===== src/rtl/ifq_pkg.sv =====
// Shared constants and types for the fetch-queue word selector.
// Exports line/instruction geometry, PC word-offset bit positions, the output
// register state encoding, and the opcode constants for control-transfer
// instruction predecode.
package ifq_pkg;

  localparam int unsigned LINE_W         = 128;
  localparam int unsigned INSTR_W        = 32;
  localparam int unsigned ADDR_W         = 32;
  localparam int unsigned WORDS_PER_LINE = LINE_W / INSTR_W;
  localparam int unsigned INSTR_BYTES    = INSTR_W / 8;
  localparam int unsigned IDX_W          = $clog2(WORDS_PER_LINE);
  localparam int unsigned OFFSET_LSB     = $clog2(INSTR_BYTES);
  localparam int unsigned OFFSET_MSB     = OFFSET_LSB + IDX_W - 1;

  typedef logic [INSTR_W-1:0]                     instr_t;
  typedef logic [WORDS_PER_LINE-1:0][INSTR_W-1:0] line_t;
  typedef logic [ADDR_W-1:0]                      addr_t;
  typedef logic [IDX_W-1:0]                       idx_t;

  typedef enum logic {
    OUT_EMPTY = 1'b0,
    OUT_FULL  = 1'b1
  } out_state_e;

  localparam logic [6:0] OPC_BRANCH = 7'b1100011;
  localparam logic [6:0] OPC_JAL    = 7'b1101111;
  localparam logic [6:0] OPC_JALR   = 7'b1100111;

  // True for branches, JAL and JALR.
  function automatic logic is_cti(input instr_t instr);
    return (instr[6:0] == OPC_BRANCH) || (instr[6:0] == OPC_JAL) ||
           (instr[6:0] == OPC_JALR);
  endfunction

endpackage


===== src/rtl/ifq_word_sel_if.sv =====
// Bus bundle between the fetch queue / redirect logic, the word selector and
// decode.
// slave  : word selector view (consumes line + redirect, produces instructions)
// master : environment view (fetch queue, redirect source and decode)
// Optional: IFQ_WORD_SEL_PREDECODE_EN adds instr_is_cti.
interface ifq_word_sel_if;
  import ifq_pkg::*;

  logic   flush;
  addr_t  flush_pc;
  line_t  line_data;
  logic   line_empty;
  logic   line_pull;
  instr_t instr_out;
  addr_t  instr_pc;
  logic   instr_valid;
  logic   instr_ready;
`ifdef IFQ_WORD_SEL_PREDECODE_EN
  logic   instr_is_cti;
`endif

  modport slave (
    input  flush, flush_pc, line_data, line_empty, instr_ready,
    output line_pull, instr_out, instr_pc, instr_valid
`ifdef IFQ_WORD_SEL_PREDECODE_EN
    , output instr_is_cti
`endif
  );

  modport master (
    output flush, flush_pc, line_data, line_empty, instr_ready,
    input  line_pull, instr_out, instr_pc, instr_valid
`ifdef IFQ_WORD_SEL_PREDECODE_EN
    , input instr_is_cti
`endif
  );

endinterface


===== src/rtl/ifq_out_reg.sv =====
// Valid/ready output register toward decode.
// Ports: clk, rst (async, active-high); load/flush/ready control; data_in and
// pc_in captured on load; instr_out/instr_pc/instr_valid registered outputs.
// Optional: IFQ_WORD_SEL_PREDECODE_EN adds registered instr_is_cti.
module ifq_out_reg
  import ifq_pkg::*;
(
  input  logic   clk,
  input  logic   rst,
  input  logic   load,
  input  logic   flush,
  input  logic   ready,
  input  instr_t data_in,
  input  addr_t  pc_in,
  output instr_t instr_out,
  output addr_t  instr_pc,
`ifdef IFQ_WORD_SEL_PREDECODE_EN
  output logic   instr_is_cti,
`endif
  output logic   instr_valid
);

  out_state_e state_q, state_d;
  instr_t     data_q, data_d;
  addr_t      pc_q, pc_d;
`ifdef IFQ_WORD_SEL_PREDECODE_EN
  logic       cti_q, cti_d;
`endif

  // State and payload registers.
  always_ff @(posedge clk or posedge rst) begin
    if (rst) begin
      state_q <= OUT_EMPTY;
      data_q  <= '0;
      pc_q    <= '0;
`ifdef IFQ_WORD_SEL_PREDECODE_EN
      cti_q   <= 1'b0;
`endif
    end else begin
      state_q <= state_d;
      data_q  <= data_d;
      pc_q    <= pc_d;
`ifdef IFQ_WORD_SEL_PREDECODE_EN
      cti_q   <= cti_d;
`endif
    end
  end

  // Next state: flush beats load, load beats a drain handshake.
  always_comb begin
    state_d = state_q;
    if (flush) begin
      state_d = OUT_EMPTY;
    end else if (load) begin
      state_d = OUT_FULL;
    end else if (ready && (state_q == OUT_FULL)) begin
      state_d = OUT_EMPTY;
    end
  end

  // Payload capture; held otherwise so outputs stay stable while stalled.
  always_comb begin
    data_d = data_q;
    pc_d   = pc_q;
`ifdef IFQ_WORD_SEL_PREDECODE_EN
    cti_d  = cti_q;
    if (flush) begin
      cti_d = 1'b0;
    end else if (load) begin
      cti_d = is_cti(data_in);
    end
`endif
    if (!flush && load) begin
      data_d = data_in;
      pc_d   = pc_in;
    end
  end

  assign instr_valid = (state_q == OUT_FULL);
  assign instr_out   = data_q;
  assign instr_pc    = pc_q;
`ifdef IFQ_WORD_SEL_PREDECODE_EN
  assign instr_is_cti = cti_q;
`endif

endmodule


===== src/rtl/ifq_word_sel.sv =====
// Slices the fetch-queue head line into instructions and issues one per cycle
// with its PC; pulls the queue head when the last word of a line is captured;
// restarts mid-line at the redirect PC word offset on flush.
// Ports: clk, rst (async, active-high); bus (ifq_word_sel_if.slave) carrying
// flush/flush_pc, line_data/line_empty/line_pull (combinational) and the
// instr_out/instr_pc/instr_valid/instr_ready decode handshake.
// Parameter RESET_PC: PC of the first instruction after reset.
// Optional: IFQ_WORD_SEL_PREDECODE_EN adds bus.instr_is_cti.
module ifq_word_sel
  import ifq_pkg::*;
#(
  parameter addr_t RESET_PC = 32'h0000_0000
) (
  input  logic clk,
  input  logic rst,
  ifq_word_sel_if.slave bus
);

  idx_t   idx_q, idx_d;
  addr_t  fetch_pc_q, fetch_pc_d;
  logic   load_c;
  logic   valid;
  instr_t out_data;
  addr_t  out_pc;

  // Word index and PC of the next word to issue.
  always_ff @(posedge clk or posedge rst) begin
    if (rst) begin
      idx_q      <= RESET_PC[OFFSET_MSB:OFFSET_LSB];
      fetch_pc_q <= RESET_PC;
    end else begin
      idx_q      <= idx_d;
      fetch_pc_q <= fetch_pc_d;
    end
  end

  // Load when a word is available and the output slot is free or draining.
  always_comb begin
    idx_d      = idx_q;
    fetch_pc_d = fetch_pc_q;
    load_c     = !bus.flush && !bus.line_empty && (!valid || bus.instr_ready);
    if (bus.flush) begin
      idx_d      = bus.flush_pc[OFFSET_MSB:OFFSET_LSB];
      fetch_pc_d = bus.flush_pc;
    end else if (load_c) begin
      idx_d      = idx_q + IDX_W'(1);
      fetch_pc_d = fetch_pc_q + ADDR_W'(INSTR_BYTES);
    end
  end

  assign bus.line_pull = load_c && (idx_q == IDX_W'(WORDS_PER_LINE - 1));

  ifq_out_reg u_out_reg (
    .clk          (clk),
    .rst          (rst),
    .load         (load_c),
    .flush        (bus.flush),
    .ready        (bus.instr_ready),
    .data_in      (bus.line_data[idx_q]),
    .pc_in        (fetch_pc_q),
    .instr_out    (out_data),
    .instr_pc     (out_pc),
`ifdef IFQ_WORD_SEL_PREDECODE_EN
    .instr_is_cti (bus.instr_is_cti),
`endif
    .instr_valid  (valid)
  );

  assign bus.instr_valid = valid;
  assign bus.instr_out   = out_data;
  assign bus.instr_pc    = out_pc;

endmodule


===== src/flat_wrapper.sv =====
// flat-port wrapper written by rule: the top's interface ports become plain ports
module ifq_word_sel_flat import ifq_pkg::*;
#(
  parameter addr_t RESET_PC = 32'h0000_0000
)
  (clk, rst, bus_flush, bus_flush_pc, bus_line_data, bus_line_empty, bus_instr_ready, bus_line_pull, bus_instr_out, bus_instr_pc, bus_instr_valid);
  ifq_word_sel_if bus_i ();
  input  logic clk;
  input  logic rst;
  input wire logic [$bits(bus_i.flush)-1:0] bus_flush;
  input wire logic [$bits(bus_i.flush_pc)-1:0] bus_flush_pc;
  input wire logic [$bits(bus_i.line_data)-1:0] bus_line_data;
  input wire logic [$bits(bus_i.line_empty)-1:0] bus_line_empty;
  input wire logic [$bits(bus_i.instr_ready)-1:0] bus_instr_ready;
  output wire logic [$bits(bus_i.line_pull)-1:0] bus_line_pull;
  output wire logic [$bits(bus_i.instr_out)-1:0] bus_instr_out;
  output wire logic [$bits(bus_i.instr_pc)-1:0] bus_instr_pc;
  output wire logic [$bits(bus_i.instr_valid)-1:0] bus_instr_valid;
  assign bus_i.flush = bus_flush;
  assign bus_i.flush_pc = bus_flush_pc;
  assign bus_i.line_data = bus_line_data;
  assign bus_i.line_empty = bus_line_empty;
  assign bus_i.instr_ready = bus_instr_ready;
  assign bus_line_pull = bus_i.line_pull;
  assign bus_instr_out = bus_i.instr_out;
  assign bus_instr_pc = bus_i.instr_pc;
  assign bus_instr_valid = bus_i.instr_valid;
  ifq_word_sel #(.RESET_PC(RESET_PC)) u_core (.clk(clk), .rst(rst), .bus(bus_i));
endmodule

===== config.mk =====
export PLATFORM = sky130hd
export DESIGN_NAME = ifq_word_sel_flat
export DESIGN_NICKNAME = d
export VERILOG_FILES = /design/src/rtl/ifq_pkg.sv /design/src/rtl/ifq_word_sel_if.sv /design/src/rtl/ifq_out_reg.sv /design/src/rtl/ifq_word_sel.sv /design/src/flat_wrapper.sv
export SDC_FILE = /design/constraint.sdc
export NUM_CORES = 1
export LEC_CHECK = 0
export CORE_MARGIN = 4
export CORE_UTILIZATION = 65
export CTS_CLUSTER_SIZE = 14
export DETAILED_ROUTE_END_ITERATION = 12
export DONT_BUFFER_PORTS = 1
export PLACE_DENSITY_LB_ADDON = 0.15
export SYNTH_ARGS = -nofsm -noshare
export SYNTH_HDL_FRONTEND = slang
export SYNTH_SLANG_ARGS = --single-unit

===== constraint.sdc =====
create_clock -name clk -period 8.8 [get_ports clk]
set_input_delay 1.76 -clock clk [delete_from_list [all_inputs] [get_ports clk]]
set_output_delay 1.76 -clock clk [all_outputs]
set_load 0.02 [all_outputs]

==> results.toml <==
[synth]
synth_cells = 420
yosys_warnings = 0
ys_types = 49
syn_area_um2 = 5290
synth_enable_flop_cells = 0
syn-num-nets = 587
ys_ff_latch = 99
synth.avg_cell_area_um2 = 12.6
synth_seq_area_share_pct = 46.8
ys.flop_type = "dfrtp_1"
synthArstFlopShare_pct = 100

[sta]
slew_headroom_pct = 29.3
final.min_clock_period_ns = 4.28
fmax_ghz = 0.234
fin_skew_ns = 0.00882
fin_crit_sh_pct = 48.6
hold_viol = 0
finalSetupTns_ns = 0
worst_pin_slew_ns = 1.06
maxSlewViolCount = 0
finalSetupViolations = 0
rsz0062_at_grt = "false"

[power]
vdd.ir_drop.worst_mv = 0.138
p_leak_nw = 2.11
comb_power_share_pct = 16.3
internal_power_uw = 876
p_clk_share_pct = 26.2
seqPwrFrac_pct = 57.5
p_switching_uw = 430
power_per_cell_area_nw_per_um2 = 235
switching_share_pct = 32.9

[layout]
final_common_cell = "dfrtp_1"
drive_gt1_share_pct = 31.4
nNetsFinal = 570
final_cells = 511
layout_common_cells = "98 x dfrtp_1, 68 x mux2_2, 32 x mux4_2, 27 x nand2_1, 19 x nor2_1"
area_growth_pct = 5.04

[floorplanning]
ios = 231
fp.coreArea_um2 = 7810
die_x_um = 98.2
start_util_pct = 67.7
num_rows = 32
die_area_um2 = 9640
dieHeight_um = 98.2

[clock_tree]
cts_sinks = 99
hold_buffers = 0
h-tree-depth = 3
clk_path_buf_depth = 2
clock_latency_ns = 0.35
cts_buffers = 9
postCtsSetupBuffers = 0
cts_tree = "built"
clock-root-buffer = "clkbuf_8"
cts_resized = 0
clk_pin_slew_worst_paths_ns = 0.08

[detailed_routing]
wire_per_inst_um = 25.9
vias_per_cell = 7.10
drc = 0
drt_iter0_drc = 191
vias = 3626
ant_nets = 0
dr.pass1.iters = 4
wirelength_um = 13300

[critical_path]
crit_path_end_kind = "primary output"
critPathLaunchType = "input pin"
crit_type = "input pin to primary output"
required_ns = 7.04
cp_max_fo = 7
critPathArrivalTime_ns = 2.52

[place]
place_congestion = 0.854
port_buffers = 0
place_inst = 494
dp_hpwl_um = 9980

[global_route]
grt_max_degree = 68
overflow = 0
first_global_vias = 3739
grt_pass1_wl_um = 20800
antenna_found_initial = 2
track_usage_pct = 27.3

[hold_path]
hold_class = "flop to flop"

[status]
status = "complete, no violations"

[run]
drv_cap = 0
-- critical path, cell delays in order --
cell	delay [ns]
nor2b_1	0.41
nor3_2	0.10
and2_1	0.25
-- per-stage QoR --
step / power, mW / setup WS (ns) / utilization, % / instance area [µm²] / hold WS [ns]
final: 1.31 / 4.52 / 71.2 / 5560 / 0.508
after global routing: 1.37 / 4.46 / 71.2 / 5560 / 0.540
after CTS: 1.32 / 4.53 / 71.1 / 5550 / 0.517
after detailed placement: 0.977 / 4.53 / 68.1 / 5320 / 0.497
after global placement: 0.962 / 4.58 / 68.1 / 5320 / 0.482
after floorplan: 0.918 / 3.89 / - / 5290 / 0.475
-- synth_stat cells, types with 2 or more instances --
library cell	n	area, µm²
mux4_2	32	721
and4_1	5	43.8
ha_1	2	25.0
nand4_1	18	113
o311ai_0	9	78.8
nor3_1	4	20.0
nor2_1	19	71.3
nor2b_1	5	31.3
nor4_1	4	25.0
o31ai_1	7	52.6
dfrtp_1	99	2480
buf_2	4	20.0
or2_2	2	12.5
a311oi_1	2	17.5
o211ai_1	2	15.0
or4_1	5	37.5
nand3_1	16	80.1
o21ai_0	6	30.0
clkbuf_1	22	82.6
nand2_1	27	101
and3_1	4	25.0
inv_1	5	18.8
xnor2_1	6	52.6
nor4b_1	2	17.5
a31oi_1	7	43.8
buf_1	4	15.0
mux2_2	68	766
and2_1	7	43.8
a221o_1	4	40.0
a311o_1	2	20.0
a22oi_1	2	15.0
xor2_1	2	17.5
-- area by class of cell --
class / count / area, µm²
Clock inverter: 5 / 103
Fill cell: 530 / 2250
Tap cell: 102 / 128
Inverter: 6 / 25.0
Multi-Input combinational cell: 284 / 2670
Clock buffer: 11 / 131
Sequential cell: 99 / 2480
Antenna cell: 1 / 2.50
Timing Repair Buffer: 3 / 22.5
-- power by group through the flow --
stage / sequential (mW) / combinational [mW] / clock (mW)
6_report: 0.751 / 0.213 / 0.341
5_1_grt: 0.767 / 0.235 / 0.364
3_3_place_gp: 0.758 / 0.204 / 0
4_1_cts: 0.754 / 0.216 / 0.346
2_1_floorplan: 0.712 / 0.206 / 0
3_5_place_dp: 0.761 / 0.216 / 0
-- metal layers --
| layer | part of all wire [%] | GRT usage [%] |
|---|---|---|
| met5 | 0.098 | 0 |
| met4 | 2.4 | 9.87 |
| met3 | 8.4 | 7.00 |
| met1 | 36 | 33.8 |
| met2 | 53 | 46.8 |
-- flip-flops by register name (all words and copies together) (netlist names) --
signal,cells
u_core.fetch_pc_q,32
u_core.u_out_reg.instr_out,32
u_core.u_out_reg.instr_pc,32
u_core.idx_q,2
u_core.u_out_reg.instr_valid,1
-- cell families after synthesis --
kind of cell | share of synthesized area, %
AO/OA/AOI/OAI | 6.98
XOR/XNOR | 1.32
adder cells (fa/ha/maj) | 0.473
buffers and inverters | 2.86
flip-flops | 46.8
multiplexers | 28.3
AND/OR/NAND/NOR | 13.2
-- final timing paths --
kind / from / slack [ns] / cells past startpoint / end
max in group asynchronous: rst / 6.39 / 2 / u_core.u_out_reg.instr_pc[1]
worst max-delay path: bus_instr_ready / 4.52 / 3 / bus_line_pull
worst max register to register: u_core.u_out_reg.instr_valid / 6.62 / 5 / u_core.idx_q[1]
worst min register to register: u_core.fetch_pc_q[1] / 0.51 / 1 / u_core.u_out_reg.instr_pc[1]
worst min-delay path: u_core.fetch_pc_q[1] / 0.51 / 1 / u_core.u_out_reg.instr_pc[1]
min in group asynchronous: rst / 1.33 / 1 / u_core.u_out_reg.instr_out[29]
Note: power is estimated with default switching activity, not from simulation.
